**src/rtl/plc_mirror_writer.sv**
```systemverilog
// plc_mirror_writer: captures protected cache writes into a small FIFO and
// replays each one as a mirror write (address XOR MIRROR_XOR, same way) during
// idle cache cycles, then pulses the {original, mirror} tuple to the PLC list.
// Optional build macro: PLC_MIRROR_STALL_EN -- when defined, stall = FIFO full
// so the store pipeline holds protected writes instead of having them dropped.
module plc_mirror_writer #(
   parameter int                    ADDR_WIDTH      = 8,
   parameter int                    WAY_WIDTH       = 4,
   parameter int                    DATA_SIZE       = 64,
   parameter int                    FIFO_DEPTH      = 4,
   parameter int                    FIFO_DEPTH_BITS = 2,
   parameter logic [ADDR_WIDTH-1:0] MIRROR_XOR      = 'h80
) (
   input  logic                    clk,
   input  logic                    rst,
   input  logic                    add_to_list,
   input  logic                    write_enable_in,
   input  logic                    read_enable_in,
   input  logic [ADDR_WIDTH-1:0]   addr_in,
   input  logic [WAY_WIDTH-1:0]    way_in,
   input  logic [DATA_SIZE-1:0]    wdata_in,
   output logic                    write_enable_out,
   output logic [ADDR_WIDTH-1:0]   addr_out,
   output logic [WAY_WIDTH-1:0]    way_out,
   output logic [DATA_SIZE-1:0]    wdata_out,
   output logic [2*ADDR_WIDTH-1:0] add_addr_tuple,
   output logic [2*WAY_WIDTH-1:0]  add_way_tuple,
   output logic                    add_flag,
   output logic                    stall,
   output logic                    overflow_error
);

   typedef enum logic [1:0] {IDLE, PEND, NOTIFY} state_t;

   localparam logic [FIFO_DEPTH_BITS:0]   DEPTH_C = FIFO_DEPTH[FIFO_DEPTH_BITS:0];
   localparam logic [FIFO_DEPTH_BITS:0]   CNT_ONE = 1;
   localparam logic [FIFO_DEPTH_BITS-1:0] PTR_ONE = 1;

   state_t                     state_q, state_d;
   logic [FIFO_DEPTH_BITS:0]   count_q;
   logic [FIFO_DEPTH_BITS-1:0] wr_ptr_q, rd_ptr_q;
   logic [2*ADDR_WIDTH-1:0]    tuple_addr_q;
   logic [2*WAY_WIDTH-1:0]     tuple_way_q;
   logic                       overflow_q;

   logic [ADDR_WIDTH-1:0]      fifo_addr_q [FIFO_DEPTH];
   logic [WAY_WIDTH-1:0]       fifo_way_q  [FIFO_DEPTH];
   logic [DATA_SIZE-1:0]       fifo_data_q [FIFO_DEPTH];

   logic                       access, idle, full, push, drop, issue;
   logic [ADDR_WIDTH-1:0]      head_addr, head_mirror;
   logic [WAY_WIDTH-1:0]       head_way;
   logic [DATA_SIZE-1:0]       head_data;

   assign access      = read_enable_in | write_enable_in;
   assign idle        = ~access;
   assign full        = (count_q == DEPTH_C);
   // Push and pop are mutually exclusive: pop needs an idle cycle, push a write.
   assign push        = write_enable_in & add_to_list & ~full & ~rst;
   assign drop        = write_enable_in & add_to_list & full;
   assign head_addr   = fifo_addr_q[rd_ptr_q];
   assign head_way    = fifo_way_q[rd_ptr_q];
   assign head_data   = fifo_data_q[rd_ptr_q];
   assign head_mirror = head_addr ^ MIRROR_XOR;

   // Next-state logic; issue and add_flag are suppressed while rst is high so
   // nothing leaks out of a state that reset is about to clear.
   always_comb begin
      state_d  = state_q;
      issue    = 1'b0;
      add_flag = 1'b0;
      case (state_q)
         IDLE: begin
            if (push) state_d = PEND;
         end
         PEND: begin
            if (idle) begin
               issue   = 1'b1;
               state_d = NOTIFY;
            end
         end
         NOTIFY: begin
            add_flag = 1'b1;
            if ((count_q != '0) || push) state_d = PEND;
            else                         state_d = IDLE;
         end
         default: state_d = IDLE;
      endcase
      if (rst) begin
         issue    = 1'b0;
         add_flag = 1'b0;
      end
   end

   // Cache write port: mirror write when issuing, otherwise straight pass-through.
   always_comb begin
      write_enable_out = write_enable_in;
      addr_out         = addr_in;
      way_out          = way_in;
      wdata_out        = wdata_in;
      if (issue) begin
         write_enable_out = 1'b1;
         addr_out         = head_mirror;
         way_out          = head_way;
         wdata_out        = head_data;
      end
   end

   assign add_addr_tuple = tuple_addr_q;
   assign add_way_tuple  = tuple_way_q;
   assign overflow_error = overflow_q;

`ifdef PLC_MIRROR_STALL_EN
   assign stall = full & ~rst;
`else
   assign stall = 1'b0;
`endif

   // Control state: FSM, occupancy, pointers, latched tuple, sticky overflow.
   always_ff @(posedge clk) begin
      if (rst) begin
         state_q      <= IDLE;
         count_q      <= '0;
         wr_ptr_q     <= '0;
         rd_ptr_q     <= '0;
         tuple_addr_q <= '0;
         tuple_way_q  <= '0;
         overflow_q   <= 1'b0;
      end else begin
         state_q <= state_d;
         if (push) begin
            wr_ptr_q <= wr_ptr_q + PTR_ONE;
            count_q  <= count_q + CNT_ONE;
         end
         if (issue) begin
            rd_ptr_q     <= rd_ptr_q + PTR_ONE;
            count_q      <= count_q - CNT_ONE;
            tuple_addr_q <= {head_addr, head_mirror};
            tuple_way_q  <= {head_way, head_way};
         end
         if (drop) overflow_q <= 1'b1;
      end
   end

   // FIFO payload storage; contents are only meaningful below count_q.
   always_ff @(posedge clk) begin
      if (push) begin
         fifo_addr_q[wr_ptr_q] <= addr_in;
         fifo_way_q[wr_ptr_q]  <= way_in;
         fifo_data_q[wr_ptr_q] <= wdata_in;
      end
   end

endmodule

```
**config.mk**
```make
export PLATFORM = sky130hd
export DESIGN_NAME = plc_mirror_writer
export DESIGN_NICKNAME = d
export VERILOG_FILES = /design/src/rtl/plc_mirror_writer.sv
export SDC_FILE = /design/constraint.sdc
export NUM_CORES = 1
export LEC_CHECK = 0
export ABC_AREA = 1
export CORE_MARGIN = 1
export CORE_UTILIZATION = 40
export DETAILED_ROUTE_END_ITERATION = 8
export SYNTH_ARGS = -nofsm -noshare
export SYNTH_HDL_FRONTEND = slang
export SYNTH_SLANG_ARGS = --single-unit
```
**constraint.sdc**
```tcl
create_clock -name clk -period 4.1 [get_ports clk]
set_input_delay 0.41 -clock clk [delete_from_list [all_inputs] [get_ports clk]]
set_output_delay 0.41 -clock clk [all_outputs]
set_load 0.005 [all_outputs]
```
Word-level counts from Yosys, hierarchy flattened
Memories as Yosys holds them, arrays and structs flattened. A register that Yosys moved wholly into a read port is not among the register bits.
Cells that the tools add are included.

storage, ports and cells
  register bits after elaboration = 34
  bits in latches = 0
  bits in writable memories = 304
  memory bits (read-only) = 0
  bits of input ports = 81
  output and inout bits = 104
  word-level logic and storage cells = 55
  memories kept = 3

memory list
  name         depth  width  rd ports  clocked after memory_dff  write ports  RTL line  text
  fifo_data_q  4      64     1         1                         1            48        logic [DATA_SIZE-1:0] fifo_data_q [FIFO_DEPTH];
  fifo_addr_q  4      8      1         1                         1            46        logic [ADDR_WIDTH-1:0] fifo_addr_q [FIFO_DEPTH];
  fifo_way_q   4      4      1         1                         1            47        logic [WAY_WIDTH-1:0] fifo_way_q [FIFO_DEPTH];

operators by class
  add/sub/neg operators = 4
  multiply operators = 0
  divide/modulo/power cells = 0
  $lt $le $gt $ge = 0
  eq/ne operators = 5
  shift operators = 0
  multiplexer cells = 23
  bitwise operators = 8
  reduce and logical (&&, ||, !) cells = 5

operators with widths
  cell                                                                   number
  64-bit two-way mux                                                     1
  2-bit two-way mux                                                      8
  1-bit two-way mux                                                      9
  8-bit two-way mux                                                      1
  3-bit two-way mux                                                      2
  2-bit one-hot mux with 3 select lines                                  1
  2-bit by 1-bit adder with 2-bit output, second input constant          2
  1-bit AND                                                              4
  4-bit two-way mux                                                      1
  2-bit != test, second input constant                                   2
  3-bit by 1-bit adder with 3-bit output, second input constant          1
  3-bit equality test, second input constant                             1
  1-bit NOT                                                              3
  3-bit nonzero test                                                     1
  3-bit by 1-bit subtractor with 3-bit output, second input constant     1
  2-bit by 1-bit equality test with 1-bit output, second input constant  1
  2-bit equality test, second input constant                             1
  2-bit logical NOT                                                      1
  2-bit AND reduction                                                    1
  2-bit nonzero test                                                     1
  1-bit logical OR                                                       1
  1-bit OR                                                               1

Longest topological paths before layout
Gate-level depths: netlist (run 1).

  depth after elaboration = 7
  gate-level depth with buffers = 11
  mapped depth without buffers = 9

Worst setup path after synthesis (run 1)
No wires, ideal clock.

  path kind = input port to flip-flop
  start point = input add_to_list
  end point = memory fifo_addr_q[0][0], enable pin
  library setup time = 0.511 ns
  arrival = 3.931 ns
  required time = 3.589 ns
  path slack = -0.342 ns
  cell stages on the path = 4
  buffers on the path = 0
  cells stage by stage = nand2_1 -> nor2_1 -> nand2_1 -> nor2_1

between the ends
  longest elaborated chain between the ends = 5

ends and longest elaborated chain
  what                                     RTL line  text
  start: declaration                       16        input logic add_to_list,
  1-bit AND (3 in a row)                   59        assign push = write_enable_in & add_to_list & ~full & ~rst;
  1-bit two-way mux                        147       if (push) begin
  1-bit two-way mux (not written as such)  148       fifo_addr_q[wr_ptr_q] <= addr_in;
  end: declaration                         46

Every way passes these cells.

Worst setup path in the final report (run 1)
  start point = input rst
  end point = output write_enable_out

between the ends
  longest elaborated chain between the ends = 2

ends and longest elaborated chain
  what                RTL line  text
  start: declaration  15        input logic rst,
  1-bit two-way mux   89        if (rst) begin
  1-bit two-way mux   101       if (issue) begin
  end: declaration    22        output logic write_enable_out,

Every way passes these cells.

==> results of run 1 <==
[worst min path at each step]
stage | startpoint | cells past startpoint | end | slack [ns]
floorplan | rd_ptr_q[1] | 2 | flop | 0.44
detailed placement | rd_ptr_q[1] | 2 | flop | 0.45
global route | rd_ptr_q[1] | 2 | flop | 0.49
finish | rd_ptr_q[1] | 2 | flop | 0.47
global placement | rd_ptr_q[1] | 2 | flop | 0.45
CTS | rd_ptr_q[1] | 2 | flop | 0.46
[metrics by stage]
stage	instance area [µm²]	power [W]	TNS (ns)	util
floorplan	13300	0.00393	-103.94	-
global placement	15400	0.00417	0	0.472
detailed placement	15400	0.00418	0	0.472
CTS	16400	0.00703	0	0.504
global route	16400	0.00722	0	0.504
finish	16400	0.00696	0	0.504
[area by class of cell]
class,count,share of cell area
multi-input combinational,686,0.189
clock inverter,9,0.00228
sequential,329,0.586
tap,442,0.0336
timing repair buffer,203,0.124
inverter,18,0.00434
clock buffer,52,0.0610
[metal layers]
metal  wire, µm  up-vias  GRT usage
li1           -     4248          -
met5          0        -          0
met4        446        0     0.0423
met1      13900     4150      0.247
met2      13800      220      0.290
met3       1500       35     0.0326
[worst register-to-register path, delay by kind of cell (launching register included)]
family,cells,cell delay [ns]
AND/OR/NAND/NOR,4,0.49
adder cells (fa/ha/maj),1,0.52
flip-flops,1,0.31
buffers and inverters,3,0.55
AO/OA/AOI/OAI,1,0.16
[placed cells by master, fill, tap and decap left out, drive strengths merged, types with 4 or more instances in the layout]
cell type      instances
ha                     4
clkinv                10
nand2                249
dfxtp                 25
o22ai                 73
a21oi                  9
inv                   17
nor2                 167
edfxtp               304
clkdlybuf4s50        183
o21ai                161
buf                   20
nand3                 15
clkbuf                52
[synth_stat cells (2+ instances only)]
cell / number / share of area
clkbuf_2: 2 / 0.00075
nor2_2: 2 / 0.00094
nand3_1: 14 / 0.0053
inv_1: 14 / 0.0040
ha_1: 4 / 0.0038
nor2_1: 165 / 0.047
buf_6: 11 / 0.0093
buf_4: 22 / 0.012
a21oi_1: 9 / 0.0034
o21ai_0: 158 / 0.060
dfxtp_1: 25 / 0.038
buf_2: 23 / 0.0087
edfxtp_1: 304 / 0.69
inv_2: 3 / 0.00085
o21ai_1: 3 / 0.0011
clkbuf_1: 21 / 0.0059
o22ai_1: 73 / 0.034
nand2_1: 249 / 0.070
[power groups by stage]
stage	Sequential, W	Combinational, W	Clock, W
final	0.00372	0.000382	0.00285
after CTS	0.00372	0.000387	0.00292
after detailed placement	0.00379	0.000384	0
after global routing	0.00372	0.000423	0.00307
after global placement	0.00379	0.000382	0
after floorplan	0.00380	0.000136	0
[sequential cells by signal (all words and copies together) (netlist names), named ones only]
| register | flops |
|---|---|
| overflow_error | 1 |
| wr_ptr_q | 2 |
| fifo_way_q | 16 |
| rd_ptr_q | 2 |
| fifo_addr_q | 32 |
| add_addr_tuple | 9 |
| count_q | 3 |
| state_q | 2 |
| add_way_tuple | 4 |
| fifo_data_q | 256 |
[kinds of logic after synthesis]
family	after synthesis	share of synthesized area
compound gates	246	0.100
fa+ha+maj	5	0.00528
buf+inv	97	0.0425
flops	329	0.726
other cells	1	0.000283
simple gates	434	0.125
==> flow_metrics.py, run 1 <==
metrics = {
    "clocking": {
        "h-tree-depth": 2,
        "cts_made_buffers": 35,
        "cts.sinks": 329,
        "cts_setup_buffers": 0,
        "cts_tree": "done",
        "path_clk_slew_ns": 0.05,
        "worstSkewPairLatency_ns": 0.50,
        "hold_buffers": 0,
        "ctsResizeCount": 0,
        "clk_path_buf_depth": 3,
        "clock-root-buffer": "clkbuf_16",
    },
    "power_and_ir_drop": {
        "intPower_w": 0.00559,
        "p_clk_frac": 0.410,
        "leakagePower_nw": 5.82,
        "power_density_nw_per_um2": 423,
        "p_sw_frac": 0.197,
        "p_comb_frac": 0.055,
        "power_frac_seq": 0.535,
        "irDropWorstVdd_uv": 225,
        "netSwitchingPower_w": 0.00137,
    },
    "place": {
        "place_inst": 1678,
        "portBuffers": 183,
        "dp_hpwl_mm": 16.4,
        "pre_cts_ws_ns": 0.720,
        "gp_congestion": 0.768,
    },
    "timing": {
        "slew_headroom": 0.378,
        "holdWs_ns": 0.466,
        "finClkSkew_ns": 0.0118,
        "worst_slack_ns": 0.765,
        "min_period_ns": 3.34,
        "max_freq_mhz": 300,
        "finalCritPeriodShare": 0.813,
        "tightest_slew_ns": 0.933,
        "final-setup-viol-count": 0,
        "maxSlewViolCount": 0,
        "hold_violations": 0,
        "grt_setup_unrepaired": "no",
    },
    "grt": {
        "grt_pass1_wl_mm": 46.5,
        "antenna_found_initial": 0,
        "grtUsageTotal": 0.178,
        "grt_pass1_vias": 8522,
        "overflow": 0,
        "grt_start_max_net_pins": 153,
    },
    "die": {
        "die_w_um": 184,
        "initial_core_util": 0.407,
        "die_h_um": 184,
        "core_um2": 32600,
        "ios": 185,
        "die_area_um2": 33900,
        "num_rows": 66,
    },
    "synthesis": {
        "ys_warn_count": 0,
        "synth_fp_nets": 1198,
        "avgSynthCellArea_um2": 11.9,
        "syn_inst": 1112,
        "synth_edf_count": 304,
        "ys_types": 28,
        "ys.flop_type": "edfxtp_1",
        "synth_area_um2": 13300,
        "synth_seq_cells": 329,
        "yosysSeqAreaShare": 0.726,
        "synthArstFlopShare": 0,
    },
    "setup_path": {
        "crit_required_ns": 3.69,
        "cp_max_fo": 28,
        "path_cells": "clkdlybuf4s50_1 > inv_2 > nand3_4 > clkinv_2 > buf_4 > or2_1 > clkdlybuf4s50_1",
        "critPathBufInv": 5,
        "start_kind": "input port",
        "worst_setup_path_end_kind": "output pin",
        "cp_top_family": "buffers and inverters",
        "regToRegStartpoint": "state_q[0]",
        "r2r-end": "count_q[2]",
        "endpoint": "write_enable_out",
        "crit_path_frequent_cell": "clkdlybuf4s50_1",
        "r2r_setup_slack_ns": 1.97,
        "slowest_delay_ns": 0.63,
        "rr_worst_depth": 9,
        "crit_start": "rst",
        "critPathKind": "input port to output pin",
        "slowest_stage": "clkdlybuf4s50_1",
        "critPathArrivalTime_ns": 2.93,
        "path_depth": 7,
    },
    "cells_and_area": {
        "drive_gt1_frac": 0.0578,
        "n_antenna_cell": 0,
        "fillers": 2859,
        "regArea_um2": 9630,
        "multiInputGateArea_um2": 3110,
        "layout.nets": 1359,
        "synthToLayoutAreaGrowth_pct": 23.9,
        "stdcell_count": 1739,
    },
    "hold_path": {
        "hp-class": "flop to flop",
    },
    "drt": {
        "drtAntennaViolNets": 0,
        "viasPerCell": 4.98,
        "vias": 8653,
        "wl_mm": 29.7,
        "avgRoutedWirePerCell_um": 17.1,
        "post-route-drc-count": 0,
        "drtPass1Iterations": 4,
        "drt_iter0_markers": 652,
    },
    "run": {
        "cap_violations": 0,
    },
    "status": {
        "outcome": "finished clean",
    },
}
Power figures use the tool's default switching activity.
==> run 2: changes to the inputs <==
clock period = 3.2 ns   (was 4.1 ns; I/O delays follow)
==> run 2 against run 1 <==
  * First-iteration DRC count decreased by 11%
  * Via count rose by 1.6%
  * Sequential share of layout area shrank 0.59 points
  * Non-clock buffer count rose by 2
  * Worst hold slack better by 0.0070 ns
  * Combinational power increased by 31%
  * Flip-flop and latch count stayed put
  * Clock-buffer cell count decreased by 9
  * Routed wire length grew 2.5%
  * Clock power increased by 33%
==> flow_metrics.py, run 2 (synthesized netlist as in run 1, its figures left out) <==
metrics = {
    "cells_and_area": {
        "layout.nets": 1361,
        "fin_util": 0.509,
        "largest_reg_flops": 256,
        "regArea_um2": 9630,
        "drive_gt1_frac": 0.0624,
        "multiInputGateArea_um2": 3110,
        "largest_register": "fifo_data_q",
        "synthToLayoutAreaGrowth_pct": 25.2,
        "fillers": 2851,
        "final_common_cell": "edfxtp_1",
        "top_regs": "fifo_data_q: 256 flops, fifo_addr_q: 32 flops, fifo_way_q: 16 flops",
        "post-route-cell-area_um2": 16600,
        "final_cell_mix": "304 x edfxtp_1, 249 x nand2_1, 183 x clkdlybuf4s50_1",
    },
    "drt": {
        "vias": 8793,
        "viasPerCell": 5.05,
        "drt_iter0_markers": 582,
        "post-route-drc-count": 0,
        "drtPass1Iterations": 5,
        "drtAntennaViolNets": 0,
        "avgRoutedWirePerCell_um": 17.5,
        "wl_mm": 30.4,
    },
    "timing": {
        "final-setup-viol-count": 0,
        "hold_violations": 0,
        "grt_setup_unrepaired": "no",
        "min_period_ns": 2.93,
        "worst_slack_ns": 0.268,
        "maxSlewViolCount": 0,
        "finalCritPeriodShare": 0.916,
        "setup_tns_ns": 0,
        "max_freq_mhz": 341,
        "finClkSkew_ns": 0.0216,
    },
    "place": {
        "gp_congestion": 0.733,
        "pre_cts_ws_ns": 0.514,
        "dp_hpwl_mm": 16.7,
        "placed_area_um2": 15500,
        "portBuffers": 183,
    },
    "grt": {
        "overflow": 0,
        "antenna_found_initial": 1,
        "met2_usage": 0.300,
        "top_usage_layer": "met2",
        "grt_pass1_wl_mm": 47.8,
        "grt_pass1_vias": 8655,
        "grt_start_max_net_pins": 85,
        "grt_use_met3": 0.0369,
        "grtUsageTotal": 0.183,
        "grtUsageMet1": 0.251,
    },
    "die": {
        "ios": 185,
        "initial_core_util": 0.407,
        "num_rows": 66,
        "die_area_um2": 33900,
        "die_h_um": 184,
        "core_um2": 32600,
        "die_w_um": 184,
    },
    "setup_path": {
        "cp_max_fo": 34,
        "worst_setup_path_end_kind": "output pin",
        "start_kind": "flop",
        "critPathKind": "flop to output pin",
        "rr_worst_depth": 9,
        "crit_required_ns": 2.88,
        "critPathArrivalTime_ns": 2.61,
    },
    "clocking": {
        "clock-root-buffer": "clkbuf_16",
        "cts_tree": "done",
        "hold_buffers": 0,
        "worstSkewPairLatency_ns": 0.51,
        "cts_made_buffers": 35,
        "h-tree-depth": 2,
        "path_clk_slew_ns": 0.06,
        "cts.sinks": 329,
        "clk_path_buf_depth": 3,
    },
    "power_and_ir_drop": {
        "p_total_w": 0.00908,
        "leakagePower_nw": 5.88,
        "irDropWorstVdd_uv": 303,
        "power_density_nw_per_um2": 547,
    },
    "status": {
        "outcome": "finished clean",
    },
    "run": {
        "cap_violations": 0,
    },
    "hold_path": {
        "hp-class": "input port to flop",
        "hold_depth": 1,
    },
}
==> run 2: cell count changes in the layout (fill, tap and decap cells not counted), sizes merged <==
cell | before | now
buf | 20 | 22
bufinv | 0 | 2
clkbuf | 52 | 43
clkinv | 10 | 11
clkinvlp | 0 | 1
diode | 0 | 1
inv | 17 | 21
==> run 2: where the power goes <==
group | internal (W) | switching [W] | total (W)
clock network | 0.00222 | 0.00158 | 0.00380
registers | 0.00475 | 0.0000171 | 0.00477
logic | 0.000257 | 0.000244 | 0.000501
==> run 2: per-stage QoR <==
step / instances / hold WS [ns]
after floorplan: 1112 / 0.389
after global placement: 1680 / 0.442
after detailed placement: 1680 / 0.458
after CTS: 1740 / 0.462
after global routing: 1740 / 0.469
final: 1741 / 0.473
==> run 2: worst max-delay path, cell delays in order (launching register included) <==
cell	delay (ns)
dfxtp_4	0.47
inv_6	0.29
buf_4	0.30
o21ai_0	0.10
o22ai_1	0.22
nand2_1	0.12
nand2_1	0.07
clkdlybuf4s50_1	0.50
==> run 2: final cells by class <==
| cell class | instances | area share |
|---|---|---|
| Clock inverter | 17 | 0.00874 |
| Clock buffer | 43 | 0.0558 |
| Antenna cell | 1 | 0.000151 |
| Inverter | 18 | 0.00445 |
| Timing Repair Buffer | 205 | 0.130 |
| Multi-Input combinational cell | 686 | 0.187 |
| Tap cell | 442 | 0.0333 |
| Sequential cell | 329 | 0.580 |
==> run 2: layer usage <==
| layer | part of all wire | vias to the layer above |
|---|---|---|
| li1 | - | 4257 |
| met1 | 0.46 | 4265 |
| met2 | 0.47 | 230 |
| met3 | 0.054 | 41 |
| met4 | 0.015 | 0 |
| met5 | 0 | - |
==> run 2: final timing paths <==
check                                     endpoint  slack (ns)           start
worst max-delay path                   addr_out[6]        0.27            flop
worst min-delay path            fifo_data_q[3][49]        0.47    wdata_in[49]
worst max register to register          count_q[2]        1.27      state_q[0]
worst min register to register      overflow_error        0.48  overflow_error
==> run 2: timing repair <==
| item | in CTS | in global routing |
|---|---|---|
| setup endpoints to repair | 0 | 3 |
| resized for setup | 0 | 2 |
| setup buffers | 0 | 0 |
==> run 3: changes to the inputs <==
PLACE_DENSITY = 0.59   (was not set)
==> run 3 against run 2 <==
  * Die area unchanged
  * Largest power group unchanged
  * Clock power rose by 1%
  * Flip-flop and latch count did not move
  * Critical path depth shrank 1
  * Worst hold slack worse by 0.0099 ns
  * Final cell count increased by 0.11%
  * Global-route usage shrank 0.51 points
  * First-iteration DRC count is 22% lower
  * Via count is 1.4% lower
  * Non-clock buffer count is 1 higher
  * Routed wire length is 2.7% lower
  * Cell area is essentially flat
==> flow_metrics.py, run 3 (synthesized netlist as in run 1, its figures left out) <==
metrics = {
    "clocking": {
        "clk_path_buf_depth": 3,
        "cts_made_buffers": 34,
        "h-tree-depth": 2,
        "cts_setup_buffers": 0,
        "cts_tree": "done",
        "worstSkewPairLatency_ns": 0.50,
        "clock-root-buffer": "clkbuf_16",
        "ctsResizeCount": 0,
        "cts.sinks": 329,
        "hold_buffers": 0,
        "path_clk_slew_ns": 0.06,
    },
    "timing": {
        "maxSlewViolCount": 0,
        "tightest_slew_ns": 0.679,
        "setup_tns_ns": 0,
        "hold_violations": 0,
        "min_period_ns": 2.93,
        "finalCritPeriodShare": 0.915,
        "holdWs_ns": 0.464,
        "final-setup-viol-count": 0,
        "grt_setup_unrepaired": "no",
        "max_freq_mhz": 341,
        "finClkSkew_ns": 0.0195,
        "slew_headroom": 0.548,
        "worst_slack_ns": 0.272,
    },
    "drt": {
        "avgRoutedWirePerCell_um": 17.0,
        "drtAntennaViolNets": 0,
        "vias": 8672,
        "post-route-drc-count": 0,
        "drtPass1Iterations": 5,
        "drt_iter0_markers": 454,
        "wl_mm": 29.6,
        "viasPerCell": 4.98,
    },
    "cells_and_area": {
        "synthToLayoutAreaGrowth_pct": 25.3,
        "top_regs": "fifo_data_q: 256 flops, fifo_addr_q: 32 flops, fifo_way_q: 16 flops",
        "largest_reg_flops": 256,
        "final_common_cell": "edfxtp_1",
        "largest_register": "fifo_data_q",
        "post-route-cell-area_um2": 16600,
        "final_cell_mix": "304 x edfxtp_1, 249 x nand2_1, 183 x clkdlybuf4s50_1",
        "stdcell_count": 1743,
        "drive_gt1_frac": 0.0638,
        "layout.nets": 1361,
    },
    "die": {
        "die_area_um2": 33900,
        "die_w_um": 184,
        "die_h_um": 184,
        "initial_core_util": 0.407,
        "ios": 185,
        "num_rows": 66,
        "core_um2": 32600,
    },
    "setup_path": {
        "critPathKind": "flop to output pin",
        "slowest_stage": "clkdlybuf4s50_1",
        "path_cells": "buf_12 > o21ai_0 > o22ai_1 > nand2_1 > nand2_1 > clkdlybuf4s50_1",
        "start_kind": "flop",
        "worst_setup_path_end_kind": "output pin",
        "slowest_delay_ns": 0.50,
        "crit_path_frequent_cell": "nand2_1",
        "cp_max_fo": 152,
        "critPathArrivalTime_ns": 2.61,
        "crit_required_ns": 2.88,
    },
    "place": {
        "gp_congestion": 0.743,
        "pre_cts_ws_ns": 0.581,
        "placed_area_um2": 15500,
        "dp_hpwl_mm": 16.6,
        "portBuffers": 183,
        "place_inst": 1681,
    },
    "grt": {
        "grt_start_max_net_pins": 153,
        "grt_pass1_vias": 8401,
        "grt_pass1_wl_mm": 46.6,
        "antenna_found_initial": 1,
        "grtUsageTotal": 0.178,
        "overflow": 0,
    },
    "hold_path": {
        "hp-class": "flop to flop",
    },
    "power_and_ir_drop": {
        "irDropWorstVdd_uv": 268,
        "power_density_nw_per_um2": 548,
        "leakagePower_nw": 5.89,
    },
    "run": {
        "cap_violations": 0,
    },
    "status": {
        "outcome": "finished clean",
    },
}
[run 3: cell count changes in the layout (fill, tap and decap cells not counted), sizes merged]
cell,previous run,this run
inv,21,18
buf,22,23
clkinv,11,6
clkbuf,43,52
[run 3: cell type report]
| class | count | area (µm²) |
|---|---|---|
| fillers | 2853 | 16000 |
| flip-flops and latches | 329 | 9630 |
| multi-input cells | 686 | 3110 |
| repair buffers | 206 | 2150 |
| clock buffers | 52 | 1000 |
| well taps | 442 | 553 |
| clock inverters | 9 | 97.6 |
| inverters | 18 | 71.3 |
| diodes | 1 | 2.50 |
[run 3: critical path: cells and delay by family, from the launching register on]
family	cells	cell delay, ns
compound gates	2	0.51
buf+inv	2	0.95
flops	1	0.37
simple gates	2	0.21
[run 3: metrics by stage]
stage	total power (W)	utilization
finish	0.00911	0.510
global placement	0.00536	0.476
global route	0.00943	0.510
CTS	0.00921	0.509
floorplan	0.00504	-
detailed placement	0.00537	0.476
[run 3: final timing paths]
kind                     from                 end  slack, ns  cells after the start
setup / recovery         flop          way_out[3]       0.27                      6
hold / removal    rd_ptr_q[1]                flop       0.46                      2
hold reg to reg   rd_ptr_q[1]                flop       0.46                      2
setup reg to reg   count_q[0]  fifo_data_q[0][28]       1.23                      5
[run 3: report_power, final]
| part | switching [W] | leakage, nW | total (W) | internal (W) |
|---|---|---|---|---|
| clock | 0.00153 | 0.533 | 0.00384 | 0.00232 |
| sequential | 0.0000144 | 2.95 | 0.00477 | 0.00475 |
| combinational | 0.000245 | 2.41 | 0.000501 | 0.000256 |
[run 3: per-layer routing]
metal	wire length, µm	track usage	share of wire
met5	0	0	0
met4	412	0.0437	0.014
met3	1570	0.0338	0.053
met2	13700	0.289	0.46
met1	13900	0.246	0.47
